**src/rtl/vend_pkg.sv**
```systemverilog
// rtl/vend_pkg.sv - shared state encoding and coin values for the vending controller
package vend_pkg;

  typedef enum logic [1:0] {IDLE, COLLECT, VEND, CHANGE} vend_state_e;

  localparam int unsigned NICKEL  = 5;
  localparam int unsigned DIME    = 10;
  localparam int unsigned QUARTER = 25;

endpackage

```
**src/rtl/change_pacer.sv**
```systemverilog
// rtl/change_pacer.sv - paces change payout: tick on start, then one tick every PULSE_GAP cycles
module change_pacer #(
  parameter int unsigned PULSE_GAP = 4
) (
  input  logic clk,
  input  logic reset,
  input  logic start,
  input  logic stop,
  output logic tick
);

  localparam int unsigned GW = $clog2(PULSE_GAP);
  localparam logic [GW-1:0] LAST = GW'(PULSE_GAP - 1);

  logic [GW-1:0] cnt;
  logic          active;

  // tick is consumed by a register in the controller, so a tick here lands one cycle later
  assign tick = start | (active & (cnt == LAST));

  always_ff @(posedge clk) begin
    if (!reset) begin
      cnt    <= '0;
      active <= 1'b0;
    end else if (start) begin
      cnt    <= '0;
      active <= 1'b1;
    end else if (stop) begin
      cnt    <= '0;
      active <= 1'b0;
    end else if (active) begin
      cnt <= (cnt == LAST) ? '0 : cnt + 1'b1;
    end
  end

endmodule

```
**src/rtl/vend_controller.sv**
```systemverilog
// rtl/vend_controller.sv - vending transaction sequencer: credit, vend, paced change
// Optional idle auto-refund built when VEND_TIMEOUT_EN is defined.
module vend_controller
  import vend_pkg::*;
#(
  parameter int unsigned PRICE      = 75,
  parameter int unsigned MAX_CREDIT = 200,
  parameter int unsigned CREDIT_W   = 8,
  parameter int unsigned PULSE_GAP  = 4,
  parameter int unsigned TIMEOUT    = 1000
) (
  input  logic                clk,
  input  logic                reset,
  input  logic                coin_n,
  input  logic                coin_d,
  input  logic                coin_q,
  input  logic                sel_p,
  input  logic                cancel_p,
  output logic [CREDIT_W-1:0] credit,
  output logic                dispense,
  output logic                change_n,
  output logic                coin_reject,
  output logic                busy
);

  localparam logic [CREDIT_W-1:0] PRICE_C = CREDIT_W'(PRICE);
  localparam logic [CREDIT_W:0]   MAX_C   = (CREDIT_W+1)'(MAX_CREDIT);
  localparam logic [CREDIT_W-1:0] STEP_C  = CREDIT_W'(NICKEL);

  if ((PRICE % 5) != 0 || PRICE > MAX_CREDIT || (MAX_CREDIT % 5) != 0 ||
      MAX_CREDIT >= 2**CREDIT_W || PULSE_GAP < 2 || TIMEOUT < 2) begin : g_bad_params
    $error("vend_controller: illegal parameter set");
  end

  vend_state_e         state, state_nx;
  logic [CREDIT_W-1:0] credit_nx, coin_val;
  logic [CREDIT_W:0]   sum;
  logic                dispense_nx, change_nx, reject_nx;
  logic                any_coin, any_pulse;
  logic                pacer_start, pacer_stop, tick, timeout_hit;

  assign any_coin  = coin_n | coin_d | coin_q;
  assign any_pulse = any_coin | sel_p | cancel_p;

  always_comb begin
    coin_val = '0;
    if (coin_q)      coin_val = CREDIT_W'(QUARTER);
    else if (coin_d) coin_val = CREDIT_W'(DIME);
    else if (coin_n) coin_val = CREDIT_W'(NICKEL);
  end

  assign sum = {1'b0, credit} + {1'b0, coin_val};

`ifdef VEND_TIMEOUT_EN
  localparam int unsigned TW = $clog2(TIMEOUT);
  localparam logic [TW-1:0] TO_ARM = TW'(TIMEOUT - 2);
  logic [TW-1:0] idle_cnt;

  always_ff @(posedge clk) begin
    if (!reset || state != COLLECT || any_pulse) idle_cnt <= '0;
    else                                         idle_cnt <= idle_cnt + 1'b1;
  end

  // armed one count early so the refund starts in the cycle the count reaches TIMEOUT-1
  assign timeout_hit = (state == COLLECT) && !any_pulse && (idle_cnt == TO_ARM);
`else
  assign timeout_hit = 1'b0;
`endif

  always_comb begin
    state_nx    = state;
    credit_nx   = credit;
    dispense_nx = 1'b0;
    change_nx   = 1'b0;
    reject_nx   = any_coin;
    pacer_start = 1'b0;
    pacer_stop  = 1'b0;
    case (state)
      IDLE, COLLECT: begin
        if (cancel_p) begin
          if (credit != '0) begin
            state_nx    = CHANGE;
            pacer_start = 1'b1;
          end
        end else if (sel_p) begin
          if (credit >= PRICE_C) begin
            state_nx    = VEND;
            dispense_nx = 1'b1;
            credit_nx   = credit - PRICE_C;
          end
        end else if (any_coin) begin
          if (sum <= MAX_C) begin
            state_nx  = COLLECT;
            credit_nx = sum[CREDIT_W-1:0];
            // only the highest coin is taken; any lower coin in the same cycle goes back
            reject_nx = coin_q ? (coin_d | coin_n) : (coin_d & coin_n);
          end
        end else if (timeout_hit) begin
          state_nx    = CHANGE;
          pacer_start = 1'b1;
        end
      end
      VEND: begin
        if (credit != '0) begin
          state_nx    = CHANGE;
          pacer_start = 1'b1;
        end else begin
          state_nx = IDLE;
        end
      end
      CHANGE: begin
        if (credit == '0) begin
          state_nx   = IDLE;
          pacer_stop = 1'b1;
        end
      end
      default: state_nx = IDLE;
    endcase
    if (tick) begin
      change_nx = 1'b1;
      credit_nx = credit - STEP_C;
    end
  end

  change_pacer #(.PULSE_GAP(PULSE_GAP)) u_pacer (
    .clk   (clk),
    .reset (reset),
    .start (pacer_start),
    .stop  (pacer_stop),
    .tick  (tick)
  );

  always_ff @(posedge clk) begin
    if (!reset) begin
      state       <= IDLE;
      credit      <= '0;
      dispense    <= 1'b0;
      change_n    <= 1'b0;
      coin_reject <= 1'b0;
      busy        <= 1'b0;
    end else begin
      state       <= state_nx;
      credit      <= credit_nx;
      dispense    <= dispense_nx;
      change_n    <= change_nx;
      coin_reject <= reject_nx;
      busy        <= (state_nx == VEND) || (state_nx == CHANGE);
    end
  end

endmodule

```
**config.mk**
```make
export PLATFORM = sky130hd
export DESIGN_NAME = vend_controller
export DESIGN_NICKNAME = d
export VERILOG_FILES = /design/src/rtl/vend_pkg.sv /design/src/rtl/change_pacer.sv /design/src/rtl/vend_controller.sv
export SDC_FILE = /design/constraint.sdc
export NUM_CORES = 1
export LEC_CHECK = 0
export BUFFER_PORTS_ARGS = -buffer_cell sky130_fd_sc_hd__buf_2
export CORE_UTILIZATION = 62
export DETAILED_ROUTE_END_ITERATION = 6
export GPL_ROUTABILITY_DRIVEN = 0
export PLACE_DENSITY = 0.84
export SYNTH_ARGS = -nofsm -noshare
export SYNTH_HDL_FRONTEND = slang
export SYNTH_SLANG_ARGS = --single-unit
```
**constraint.sdc**
```tcl
create_clock -name clk -period 5.82 [get_ports clk]
set_input_delay 0.582 -clock clk [delete_from_list [all_inputs] [get_ports clk]]
set_output_delay 0.582 -clock clk [all_outputs]
set_load 0.01 [all_outputs]
```
==> results of run 1 <==
-- critical path: cells and delay by family --
family	cells	cell delay [ns]
adder cells (fa/ha/maj)	2	0.66
AO/OA/AOI/OAI	6	1.34
XOR/XNOR	1	0.18
buffers and inverters	3	0.36
AND/OR/NAND/NOR	1	0.35
-- cell usage in the layout, fill, tap and decap left out, types with 2 or more instances in the layout --
master and count:
nor2_1 22, buf_2 18, nand2_1 16, a21oi_1 16, dfxtp_1 16, o21ai_0 9
inv_1 8, ha_1 8, nand2b_1 6, o31ai_1 6, nor3_1 6, xor2_1 5
mux2i_1 5, nand3_1 4, a211oi_1 4, o22ai_1 4, or3_1 4, a21o_1 3
nor3b_1 3, o21ai_1 3, clkbuf_4 3, or2_2 2, and3_1 2, o32ai_1 2
mux2_2 2, nor4_1 2, nor2b_1 2, xnor2_1 2, a31oi_1 2
-- power groups by stage --
stage | sequential [uW] | clock [uW] | combinational (uW)
2_1_floorplan | 194 | 0 | 394
5_1_grt | 220 | 84.9 | 524
4_1_cts | 210 | 78.3 | 465
3_5_place_dp | 213 | 0 | 461
6_report | 212 | 78.3 | 471
3_3_place_gp | 210 | 0 | 444
-- final timing paths --
path,to,slack [ns],depth (start not counted)
worst max-delay path,credit[3]$_SDFFE_PN0P_,2.58,13
worst max register to register,credit[3]$_SDFFE_PN0P_,2.76,9
worst min register to register,u_pacer.cnt[1]$_SDFFE_PP0P_,0.52,2
worst min-delay path,u_pacer.cnt[1]$_SDFFE_PP0P_,0.52,2
-- cell families after synthesis --
logic type | after synthesis | synth area share, %
multiplexers | 8 | 5.57
flip-flops | 16 | 21.3
adder cells (fa/ha/maj) | 9 | 7.98
AND/OR/NAND/NOR | 73 | 24.3
XOR/XNOR | 7 | 4.07
AO/OA/AOI/OAI | 62 | 29.8
buffers and inverters | 21 | 6.98
-- area by class of cell --
type	count	share of cell area, %
inverter	9	2.11
sequential	16	20.0
timing repair buffer	19	6.09
clock buffer	4	2.26
tap	28	2.19
multi-input combinational	159	67.4
-- stage by stage --
| step | worst slack (ns) | std cells |
|---|---|---|
| 2_1_floorplan | 2.77 | 196 |
| 3_3_place_gp | 2.54 | 231 |
| 3_5_place_dp | 2.36 | 231 |
| 4_1_cts | 2.65 | 235 |
| 5_1_grt | 2.41 | 235 |
| 6_report | 2.58 | 235 |
-- metal layers --
layer  part of all wire, %  up-vias  wire length (um)  global-route usage, %
met4                   2.4        0                87                   17.1
met3                   7.1       10               260                   6.55
met2                    48       79              1790                   52.2
met5                     0        -                 0                      0
met1                    42      731              1550                   39.1
li1                      -      738                 -                      -
==> impl_metrics.yaml, run 1 <==
floorplanning:
  die_h_um: 51.3
  pin_count: 19
  core_mm2: 0.00225
  start_util_pct: 66.8
  die_area_mm2: 0.00263
  die-width_um: 51.3
  rows: 17
synthesis:
  netlist.area_leader.share_pct: 21.3
  synth_fp_nets: 212
  yosysSeqAreaShare_pct: 21.3
  synth_edf_count: 0
  yosys.area.top_type: "dfxtp_1"
  syn-cell-area_mm2: 0.00151
  yosys_warnings: 0
  ys_async_sr_fraction_pct: 0
  yosys.cell_types.count: 50
  synthTopCellsByArea: "dfxtp_1, ha_1, nor2_1"
  synth_ff_type: "dfxtp_1"
  synthTopCellsByCount: "nor2_1, a21oi_1, dfxtp_1, nand2_1, o21ai_0"
  synth_most_common_cell: "nor2_1"
  syn_area_per_cell_um2: 7.68
  ys_ff_latch: 16
  synthCells: 196
sta:
  drv_slew: 0
  holdWs_ns: 0.517
  setup_viol: 0
  maxSlewHeadroom_pct: 60.6
  finalHoldViolCount: 0
  skew_ns: 0.0131
  rsz0062_at_grt: "no"
  fmax_ghz: 0.309
  tns_ns: 0
  worst_pin_slew_ns: 0.583
  min_period_ns: 3.24
  fin_crit_sh_pct: 55.6
layout:
  multiInputGateArea_mm2: 0.00108
  final_area_mm2: 0.00160
  diodes: 0
  fillers: 196
  final_util_pct: 71.1
  nets: 224
  synthToLayoutAreaGrowth_pct: 6.48
  drive_above_1_share_pct: 16.4
  seq_area_um2: 320
drt:
  drtIter0Drc: 51
  vias: 1558
  avgRoutedWirePerCell_um: 15.7
  drt_wl_total_um: 3680
  vias_per_cell: 6.63
  drtAntennaViolNets: 0
  dr.pass1.iters: 4
  drc_errors: 0
status:
  status: "completed"
hold_path:
  hp-class: "register to register"
  min_from: "u_pacer.cnt[1]$_SDFFE_PP0P_"
power:
  p_leak_uw: 0.000688
  power_frac_comb_pct: 61.9
  power.density_mw_per_mm2: 475
  switching_share_pct: 48.2
  peakVddDrop_v: 0.000321
  p_total_uw: 761
  intPower_uw: 394
  clockPowerShare_pct: 10.3
  sequentialPowerShare_pct: 27.9
  netSwitchingPower_uw: 366
setup_path:
  startpoint_type: "input port"
  cp-end-kind: "register"
  cp_slowest_cell: "o32ai_1"
  cp_cell_sequence: "buf_2 -> inv_1 -> a21o_1 -> ha_1 -> fa_1 -> xor2_1 -> o32ai_1 -> o22ai_1 -> o32ai_1 -> o31ai_1 -> buf_4 -> or3b_1 -> a31oi_1"
  crit_path_max_fanout: 11
  reg2reg_from: "credit[0]$_SDFFE_PN0P_"
  startpoint: "coin_d"
  crit_top_cell: "o32ai_1"
  cpPeakStageDelay_ns: 0.47
  arrival_ns: 3.46
  criticalPathCategory: "input port to register"
  crit_required_ns: 6.04
clocking:
  postCtsSetupBuffers: 0
  cts-root-buf: "clkbuf_4"
  cts_buffers: 3
  hold_buffers: 0
  cts_tree: "built"
  post_cts_resized: 0
  clockBufferDepth: 2
  cts-htree-levels: 1
  clk_latency_ns: 0.31
  path_clk_slew_ns: 0.09
  cts.sinks: 16
placement:
  port_buffers: 18
  dp.final_hpwl_um: 2700
  dpl_cell_area_mm2: 0.00157
grt:
  first_global_vias: 1441
  grt_overflow: 0
  grt_max_degree: 16
  antenna_found_initial: 0
  grt_first_pass_wirelength_um: 6280
  track_usage_pct: 32.0
flow_run:
  max_cap_violations: 0
Note: power is estimated with default switching activity, not from simulation.
==> run 2, diff against run 1 <==
--- a/config.mk
+++ b/config.mk
@@ -6,10 +6,10 @@
 export NUM_CORES = 1
 export LEC_CHECK = 0
 export BUFFER_PORTS_ARGS = -buffer_cell sky130_fd_sc_hd__buf_2
-export CORE_UTILIZATION = 62
+export CORE_UTILIZATION = 58
 export DETAILED_ROUTE_END_ITERATION = 6
 export GPL_ROUTABILITY_DRIVEN = 0
-export PLACE_DENSITY = 0.84
+export PLACE_DENSITY = 0.79
 export SYNTH_ARGS = -nofsm -noshare
 export SYNTH_HDL_FRONTEND = slang
 export SYNTH_SLANG_ARGS = --single-unit
==> constraint.sdc (replaced) <==
create_clock -name clk -period 3.1 [get_ports clk]
set_input_delay 0.31 -clock clk [delete_from_list [all_inputs] [get_ports clk]]
set_output_delay 0.31 -clock clk [all_outputs]
set_load 0.01 [all_outputs]
==> run 2 against run 1 <==
- sequential share of layout area down 0.92 points
- clock power is 93% higher
- critical path depth unchanged
- via count grew 2.4%
- register-to-register slack worse by 2.5 ns
- first-iteration DRC count is 35% higher
- highest routed layer unchanged
- utilization decreased by 2.6 points
- clock skew shrank 0.0062 ns
- count of clock-buffer cells in the layout did not move
- critical endpoint is now credit[4]$_SDFFE_PN0P_
- design area increased by 4.8%
==> impl_metrics.yaml, run 2 (synthesized netlist as in run 1, its figures left out) <==
status:
  status: "completed"
sta:
  tns_ns: 0
  worst_pin_slew_ns: 0.504
  fmax_ghz: 0.356
  finalHoldViolCount: 0
  skew_ns: 0.00692
  maxSlewHeadroom_pct: 66.4
  fin_crit_sh_pct: 90.6
  setup_viol: 0
  rsz0062_at_grt: "no"
  min_period_ns: 2.81
  drv_slew: 0
clocking:
  cts_tree: "built"
  cts-htree-levels: 1
  cts_buffers: 3
  path_clk_slew_ns: 0.11
  postCtsSetupBuffers: 0
  cts-root-buf: "clkbuf_4"
  clk_latency_ns: 0.30
  post_cts_resized: 0
  hold_buffers: 0
  cts.sinks: 16
  clockBufferDepth: 2
setup_path:
  criticalPathCategory: "input port to register"
  arrival_ns: 3.04
  reg2regPathDepth: 10
  crit_required_ns: 3.33
  endpoint: "credit[4]$_SDFFE_PN0P_"
  startpoint: "coin_d"
  cp-end-kind: "register"
  r2r-end: "credit[4]$_SDFFE_PN0P_"
  crit_path_max_fanout: 11
  r2r_setup_slack_ns: 0.30
  reg2reg_from: "credit[0]$_SDFFE_PN0P_"
  startpoint_type: "input port"
floorplanning:
  die_area_mm2: 0.00280
  rows: 18
  pin_count: 19
  start_util_pct: 61.3
  die_h_um: 52.9
  core_mm2: 0.00245
  die-width_um: 52.9
drt:
  avgRoutedWirePerCell_um: 15.8
  vias_per_cell: 6.46
  vias: 1596
  dr.pass1.iters: 4
  drtAntennaViolNets: 0
  drtIter0Drc: 69
  drt_wl_total_um: 3900
  drc_errors: 0
placement:
  place_inst: 243
  port_buffers: 18
  dpl_cell_area_mm2: 0.00164
  dp.final_hpwl_um: 2900
grt:
  antenna_found_initial: 0
  track_usage_pct: 30.6
  first_global_vias: 1405
  grt_max_degree: 16
  grt_first_pass_wirelength_um: 6210
  grt_overflow: 0
layout:
  layout_commonest_cell: "nor2_1"
  fillers: 223
  final_area_mm2: 0.00168
  seq_area_um2: 320
  synthToLayoutAreaGrowth_pct: 11.6
  multiInputGateArea_mm2: 0.00108
  nets: 234
  layout_common_cells: "nor2_1, buf_2, nand2_1, a21oi_1, dfxtp_1"
  diodes: 0
  drive_above_1_share_pct: 20.3
  stdcell_count: 247
power:
  p_total_uw: 1510
  power.density_mw_per_mm2: 898
  peakVddDrop_v: 0.000610
  p_leak_uw: 0.000737
hold_path:
  hp-class: "input port to register"
flow_run:
  max_cap_violations: 0
run 2: cell count changes in the layout (fill, tap and decap cells not counted), sizes merged:
cell	change
buf	+10
run 2: area by class of cell:
cell class              count  area share [%]
multi-input cells         159            64.3
flip-flops and latches     16            19.1
repair buffers             29            10.3
well taps                  30            2.23
clock buffers               4            2.16
inverters                   9            2.01
run 2: power by group:
part / total [uW] / internal [uW] / switching (uW)
Clock: 151 / 71.6 / 79.6
Sequential: 346 / 270 / 76.4
Combinational: 1010 / 444 / 568
Total: 1510 / 786 / 724
run 2: metal layers:
metal	vias to the layer above	track usage (%)	share of wire, %
li1	756	-	-
met1	737	36.4	41
met2	89	54.0	49
met3	14	4.89	7.4
met4	0	12.3	2.4
met5	-	0	0
run 2: per-stage QoR:
step                hold slack [ns]  setup slack [ns]  util [%]
floorplan                     0.465             0.322         -
global placement              0.484             0.139      67.0
detailed placement            0.514            0.0414      67.0
CTS                           0.330             0.338      68.5
global route                  0.335             0.117      68.5
finish                        0.331             0.290      68.5
run 2: how the worst min path moves through the flow:
stage,start,endpoint,cells after the start,slack (ns)
2_1_floorplan,u_pacer.cnt[1]$_SDFFE_PP0P_,u_pacer.cnt[1]$_SDFFE_PP0P_,2,0.46
3_3_place_gp,u_pacer.cnt[1]$_SDFFE_PP0P_,u_pacer.cnt[1]$_SDFFE_PP0P_,2,0.48
3_5_place_dp,u_pacer.cnt[1]$_SDFFE_PP0P_,u_pacer.cnt[1]$_SDFFE_PP0P_,2,0.51
4_1_cts,reset,register,2,0.33
5_1_grt,reset,register,2,0.34
6_report,reset,register,2,0.33
run 2: worst max-delay path, cell delays in order:
cell	delay, ns
buf_2	0.09
inv_1	0.06
a21o_1	0.20
ha_1	0.23
fa_1	0.43
xor2_1	0.23
o32ai_1	0.10
o22ai_1	0.26
o32ai_1	0.14
o31ai_1	0.22
buf_4	0.24
mux2_2	0.35
a31oi_1	0.18
